==> config.mk <==
export PLATFORM = sky130hd
export DESIGN_NAME = midi_note_decoder_flat
export DESIGN_NICKNAME = d
export VERILOG_FILES = /design/src/rtl/midi_note_decoder_if.sv /design/src/rtl/midi_note_decoder.sv /design/src/flat_wrapper.sv
export SDC_FILE = /design/constraint.sdc
export NUM_CORES = 1
export LEC_CHECK = 0
export BUFFER_PORTS_ARGS = -buffer_cell sky130_fd_sc_hd__clkbuf_2
export CELL_PAD_IN_SITES_DETAIL_PLACEMENT = 0
export CELL_PAD_IN_SITES_GLOBAL_PLACEMENT = 1
export CORE_ASPECT_RATIO = 1.25
export CORE_MARGIN = 2
export CORE_UTILIZATION = 38
export DETAILED_ROUTE_END_ITERATION = 7
export PLACE_DENSITY = 0.79
export SETUP_SLACK_MARGIN = 0.2
export SYNTH_ARGS = -nofsm -noshare
export SYNTH_HDL_FRONTEND = slang
export SYNTH_SLANG_ARGS = --single-unit
==> constraint.sdc <==
create_clock -name clock_50_000_000 -period 1.45 [get_ports clock_50_000_000]
set_input_delay 0.29 -clock clock_50_000_000 [delete_from_list [all_inputs] [get_ports clock_50_000_000]]
set_output_delay 0.29 -clock clock_50_000_000 [all_outputs]
set_load 0.005 [all_outputs]
==> src/rtl/midi_note_decoder_if.sv <==
// Byte-in / note-out bus of the MIDI note decoder.
// note layout: {on, note[6:0], velocity[6:0]}; on=1 means NOTE ON, on=0 means NOTE OFF.
interface midi_note_decoder_if;
    logic [7:0]  midi_byte;
    logic        midi_byte_ready;
    logic [14:0] note;
    logic        note_ready;

    modport master (
        output midi_byte,
        output midi_byte_ready,
        input  note,
        input  note_ready
    );

    modport slave (
        input  midi_byte,
        input  midi_byte_ready,
        output note,
        output note_ready
    );
endinterface

==> src/rtl/midi_note_decoder.sv <==
// MIDI byte stream to note on/off decoder; optional running status via MIDI_RUNNING_STATUS_EN.
// Non-note channel messages are skipped by length; SysEx is swallowed; real-time bytes are ignored.
module midi_note_decoder #(
    parameter logic [3:0] CHANNEL = 4'd0,
    parameter bit         OMNI    = 1'b0
) (
    input  logic                 clock_50_000_000,
    input  logic                 reset_l,
    midi_note_decoder_if.slave   bus
);

    typedef enum logic [1:0] {StIdle, StData1, StData2, StSkip} state_e;

    state_e      state_q, state_d;
    logic        kind_q, kind_d;
    logic [6:0]  note_num_q, note_num_d;
    logic [1:0]  cnt_q, cnt_d;
    logic [1:0]  skip_len_q, skip_len_d;
    logic [14:0] note_q, note_d;
    logic        note_ready_q, note_ready_d;

    logic [3:0]  hi_nib;
    logic        chan_ok;
    logic [6:0]  vel;

    assign hi_nib  = bus.midi_byte[7:4];
    assign chan_ok = OMNI || (bus.midi_byte[3:0] == CHANNEL);
    assign vel     = bus.midi_byte[6:0];

    always_comb begin
        state_d      = state_q;
        kind_d       = kind_q;
        note_num_d   = note_num_q;
        cnt_d        = cnt_q;
        skip_len_d   = skip_len_q;
        note_d       = note_q;
        note_ready_d = 1'b0;

        if (bus.midi_byte_ready) begin
            if (bus.midi_byte[7]) begin
                case (hi_nib)
                    4'h8, 4'h9: begin
                        if (chan_ok) begin
                            kind_d  = (hi_nib == 4'h9);
                            state_d = StData1;
                        end else begin
                            state_d    = StSkip;
                            cnt_d      = 2'd2;
                            skip_len_d = 2'd2;
                        end
                    end
                    4'hA, 4'hB, 4'hE: begin
                        state_d    = StSkip;
                        cnt_d      = 2'd2;
                        skip_len_d = 2'd2;
                    end
                    4'hC, 4'hD: begin
                        state_d    = StSkip;
                        cnt_d      = 2'd1;
                        skip_len_d = 2'd1;
                    end
                    default: begin
                        // 0xF8-0xFF are real-time and leave everything untouched.
                        if (!bus.midi_byte[3]) begin
                            state_d    = StIdle;
                            cnt_d      = 2'd0;
                            skip_len_d = 2'd0;
                        end
                    end
                endcase
            end else begin
                case (state_q)
                    StData1: begin
                        note_num_d = bus.midi_byte[6:0];
                        state_d    = StData2;
                    end
                    StData2: begin
                        // NOTE ON with velocity 0 is reported as NOTE OFF.
                        note_d       = {kind_q && (vel != 7'd0), note_num_q, vel};
                        note_ready_d = 1'b1;
`ifdef MIDI_RUNNING_STATUS_EN
                        state_d      = StData1;
`else
                        state_d      = StIdle;
`endif
                    end
                    StSkip: begin
                        if (cnt_q <= 2'd1) begin
`ifdef MIDI_RUNNING_STATUS_EN
                            cnt_d   = skip_len_q;
`else
                            cnt_d   = 2'd0;
                            state_d = StIdle;
`endif
                        end else begin
                            cnt_d = cnt_q - 2'd1;
                        end
                    end
                    default: ;
                endcase
            end
        end
    end

    always_ff @(posedge clock_50_000_000 or negedge reset_l) begin
        if (!reset_l) begin
            state_q      <= StIdle;
            kind_q       <= 1'b0;
            note_num_q   <= 7'd0;
            cnt_q        <= 2'd0;
            skip_len_q   <= 2'd0;
            note_q       <= 15'd0;
            note_ready_q <= 1'b0;
        end else begin
            state_q      <= state_d;
            kind_q       <= kind_d;
            note_num_q   <= note_num_d;
            cnt_q        <= cnt_d;
            skip_len_q   <= skip_len_d;
            note_q       <= note_d;
            note_ready_q <= note_ready_d;
        end
    end

    assign bus.note       = note_q;
    assign bus.note_ready = note_ready_q;

endmodule

==> src/flat_wrapper.sv <==
// flat-port wrapper written by rule: the top's interface ports become plain ports
module midi_note_decoder_flat 
#(
    parameter logic [3:0] CHANNEL = 4'd0,
    parameter bit         OMNI    = 1'b0
)
  (clock_50_000_000, reset_l, bus_midi_byte, bus_midi_byte_ready, bus_note, bus_note_ready);
  midi_note_decoder_if bus_i ();
  input  logic clock_50_000_000;
  input  logic reset_l;
  input wire logic [$bits(bus_i.midi_byte)-1:0] bus_midi_byte;
  input wire logic [$bits(bus_i.midi_byte_ready)-1:0] bus_midi_byte_ready;
  output wire logic [$bits(bus_i.note)-1:0] bus_note;
  output wire logic [$bits(bus_i.note_ready)-1:0] bus_note_ready;
  assign bus_i.midi_byte = bus_midi_byte;
  assign bus_i.midi_byte_ready = bus_midi_byte_ready;
  assign bus_note = bus_i.note;
  assign bus_note_ready = bus_i.note_ready;
  midi_note_decoder #(.CHANNEL(CHANNEL), .OMNI(OMNI)) u_core (.clock_50_000_000(clock_50_000_000), .reset_l(reset_l), .bus(bus_i));
endmodule
# Word-level counts from Yosys, hierarchy flattened
# Cells that the tools add are included.
# totals
reg_bits,28
input_bits,11
out_inout_bits,16
# op_classes
add_sub_neg,1
magnitude_cmp,1
eq_ne,14
mux,14
bitwise_logic,1
n_reduce_logical,14
# ops
operator,n
"4-bit == test, second input constant",7
2-bit two-way mux,8
2-bit case mux with 3 select lines,2
4-bit AND reduction,3
7-bit nonzero test,1
3-bit AND reduction,2
"5-bit by 2-bit inequality test with 1-bit output, second input constant",1
5-bit OR reduction,1
"2-bit == test, second input constant",2
4-bit zero test,1
"4-bit by 3-bit inequality test with 1-bit output, second input constant",1
2-bit case mux with 2 select lines,1
4-bit nonzero test,1
2-bit OR reduction,2
1-bit two-way mux,3
"3-bit by 2-bit inequality test with 1-bit output, second input constant",1
"3-bit inequality test, second input constant",1
3-bit OR reduction,1
"2-bit by 1-bit == test with 1-bit output, second input constant",1
"2-bit by 1-bit less-or-equal comparator with 1-bit output, second input constant",1
2-bit nonzero test,1
"2-bit by 1-bit subtractor with 2-bit output, second input constant",1
1-bit logical AND,1
1-bit NOT,1

# Longest topological paths before layout
# logic_depth
ltp_word,4
ltp_mapped,5
ltp_nobuf,4

# Worst setup path before layout
# Ideal clock, no wire load.
# synth_path
path_type,register to register
start,register u_core.state_q[0]
end,"register u_core.note_q[10], in the netlist u_core.bus.note[10]"
setup_time_ps,125
arrival_ps,1225
required_time_ps,1325
path_slack_ps,100
stages_incl_launch_ff,5
path_buffers,2
synth_period_minus_slack_ps,1350
cell_sequence,dfrtp_1 and4bb_1 buf_6 buf_12 mux2_4
# synth_via
elab_chain_len,2
# synth_lines
item,line_no,text
start: declaration,midi_note_decoder.sv:14,"state_e state_q, state_d;"
start signal: assignment,midi_note_decoder.sv:107,state_q <= StIdle;
start signal: assignment,midi_note_decoder.sv:115,state_q <= state_d;
2-bit == test,midi_note_decoder.sv:72,case (state_q)
3-bit AND reduction (no source line),-,
end signal: assignment,midi_note_decoder.sv:120,note_q <= note_d;
end: declaration,midi_note_decoder.sv:19,"logic [14:0] note_q, note_d;"
# No other way between the ends.
# A chain may end at the register's enable or synchronous reset.

# Worst setup path after layout
# layout_path
start,register u_core.state_q[0]
end,"register u_core.note_q[2], in the netlist u_core.bus.note[2]"
# The elaborated chain is that of the path after synthesis.

==> flow_summary_export.csv <==
group,metric,value,unit
status,outcome,"finished clean",
route,first_pass_iters,4,
critical_path,critPathLaunchType,"flop",
sta,maxSlewViolCount,0,
critical_path,path_buf_inv,1,
critical_path,endpoint,"u_core.bus.note[2]$_DFFE_PN0P_",
sta,setup_ws,0.141,ns
critical_path,crit_path_start,"u_core.state_q[0]$_DFFE_PN0P_",
sta,fin_crit_sh,90.3,%
die,die_w,54.8,um
clocking,cts_buffer_depth,2,
finish,fin_util,51.2,%
sta,setup_violations,0,
critical_path,crit_slowest_cell,"dfrtp_1",
route,met1Wirelength,1050,um
die,row_count,23,
route,drc_errors,0,
sta,worst_slew_pin_slew,0.393,ns
synth,synthCells,90,
synth,synthAdderAreaFrac,0,%
global_routing,grt_use_total,16.5,%
route,dr_wl_met2,1320,um
synth,synth_top_family_by_area,"multiplexers",
place,gp_congestion,0.758,
critical_path,cp_max_fo,8,
critical_path,crit_type,"flop to flop",
critical_path,path_cells,"and4bb_1 > buf_6 > mux2_4",
route,wl_per_cell,15.3,um
critical_path,arrival,1.48,ns
synth,synth.distinct_cells,25,
synth,yosys.area.top_type_share,57.1,%
critical_path,r2r_cells,3,
sta,max_slew_margin,73.7,%
route,wl,2540,um
critical_path,end_kind,"flop",
global_routing,grt_pass1_vias,895,
synth,ys_ff_latch,28,
clocking,cts_root_buf,"clkbuf_8",
finish,final_common_cell,"dfrtp_1",
finish,final_nets,141,
finish,stdcell_area,0.00161,mm^2
synth,synth_compound_area_share,6.94,%
route,ant_nets,0,
synth,ys_seq_area_share,57.1,%
synth,synth-xor-area-share,0,%
critical_path,rr_endpoint,"u_core.bus.note[2]$_DFFE_PN0P_",
clocking,clkSinkCount,28,
critical_path,cp.depth,3,
sta,tns,0,ns
synth,synthMuxAreaShare,23.2,%
place,place_inst,156,
global_routing,antenna_found_initial,0,
sta,hold_viol,0,
power,p_total,2.60,mW
finish,stdcell_count,166,
synth,yosys.area_share.simple,8.27,%
worst_hold_path,hold_class,"input port to flop",
finish,layout-drive-gt1-share,49.6,%
global_routing,grt_max_degree,17,
die,coreArea,0.00314,mm^2
synth,syn_avg_cell_area,13.6,um^2
clocking,cts-buffers-inserted,3,
place,placed_area,0.00142,mm^2
sta,fmaxAchievable,764,MHz
synth,netlist_area,0.00123,mm^2
clocking,cts.clk_slew.worst_paths,0.09,ns
sta,rsz0062_at_grt,"true",
global_routing,grt_pass1_wl,4270,um
route,avgViaCountPerCell,5.09,
power,power_frac_clock,23.2,%
place,io_buffers,26,
power,max-vdd-ir-drop,0.00110,V
critical_path,rrSetupSlack,0.14,ns
die,die_h,67.5,um
power,p_seq_share,46.8,%
power,powerDensity,1620,mW/mm^2
sta,whs,0.284,ns
synth,synth_area_leaders,"dfrtp_1 (57%), mux2_2 (14%), mux2_4 (8.6%)",
critical_path,cp_data_required_time,1.62,ns
synth,syn_nets,101,
route,top_layer,"met4",
power,leakage,0.799,nW
route,drtIter0Drc,14,
finish,layout_common_cells,"dfrtp_1 (28), clkbuf_2 (26), mux2_4 (21)",
clocking,clk_latency,0.27,ns
synth,yosysTopAreaCell,"dfrtp_1",
critical_path,cp_top_family,"flip-flops",
sta,fin_crit,1.31,ns
critical_path,reg2reg_from,"u_core.state_q[0]$_DFFE_PN0P_",
route,met3_wirelength,88,um
die,pin_count,27,
route,vias,845,
finish,num_antenna_cells,0,
synth,yosys_warnings,0,
finish,area_growth,31.0,%
die,die_area,0.00370,mm^2
critical_path,max_stage_delay,0.39,ns
power,p_int,1.95,mW
clocking,cts_tree,"yes",
power,p_switching,653,uW
power,pwr-share-comb,30.0,%
die,initial_core_util,39.1,%
sta,finClkSkew,0.00478,ns
place,hpwl,1800,um
clocking,cts_max_level,1,
global_routing,grt_remaining_overflow,0,
power,switching_share,25.1,%
place,post-place-ws,0.0637,ns
run,drv_cap,0,
[cells in the mapped netlist, drive strengths merged]
cell      n
o21bai    1
nand3b    1
a31oi     2
inv       5
mux2i     1
nand2b    1
dfrtp    28
and3      1
o211ai    2
mux2     22
nor2      3
or2       1
nand3     4
nand2     5
and4bb    2
o2bb2ai   1
o21ai     5
a32oi     1
buf       3
a22oi     1
[power by group through the flow]
| stage | Combinational [mW] | Clock (mW) | Sequential [mW] |
|---|---|---|---|
| floorplan | 0.359 | 0 | 1.22 |
| detailed placement | 0.658 | 0 | 1.23 |
| CTS | 0.752 | 0.624 | 1.22 |
| global placement | 0.642 | 0 | 1.22 |
| finish | 0.781 | 0.604 | 1.22 |
| global route | 0.864 | 0.646 | 1.26 |
[registers in the layout, summed over array words and instances (netlist names)]
name and cells:
u_core.bus.note 15, u_core.note_num_q 7, u_core.cnt_q 2, u_core.state_q 2
u_core.bus.note_ready 1, u_core.kind_q 1
[per-layer routing]
metal  global-route usage (%)  vias up
met1                     19.4      421
li1                         -      395
met3                     2.65        8
met4                     9.69        0
met5                        0        -
met2                     27.5       21
[what timing repair did]
| item | CTS | global route |
|---|---|---|
| buffers inserted | 4 | 1 |
| pin swaps | 2 | 3 |
| hold endpoints to repair | 14 | 0 |
| hold buffers | 1 | 0 |
| resized for setup | 12 | 6 |
| setup endpoints to repair | 21 | 23 |
[cells by family (layout without fill, tap and decap cells)]
group | count (synthesis) | in the layout
simple gates | 18 | 18
compound gates | 13 | 13
buf+inv | 8 | 47
mux | 23 | 23
flops | 28 | 28
[layout make-up]
class | count | area, um^2
repair buffers | 38 | 243
clock inverters | 1 | 30.0
clock buffers | 3 | 41.3
inverters | 5 | 18.8
multi-input cells | 54 | 527
fillers | 276 | 1530
flip-flops and latches | 28 | 701
well taps | 37 | 46.3
[how the worst min path moves through the flow]
stage / start / endpoint / slack, ns / cells past startpoint
global placement: reset_l / u_core.note_num_q[1]$_DFFE_PN0P_ / 0.23 / 1
CTS: bus_midi_byte[0] / u_core.bus.note[0]$_DFFE_PN0P_ / 0.27 / 2
detailed placement: reset_l / u_core.note_num_q[1]$_DFFE_PN0P_ / 0.23 / 1
global route: bus_midi_byte[1] / u_core.note_num_q[1]$_DFFE_PN0P_ / 0.29 / 2
floorplan: reset_l / u_core.bus.note[0]$_DFFE_PN0P_ / -0.006 / 0
finish: bus_midi_byte[0] / u_core.bus.note[0]$_DFFE_PN0P_ / 0.28 / 2
Note: power is estimated with default switching activity, not from simulation.
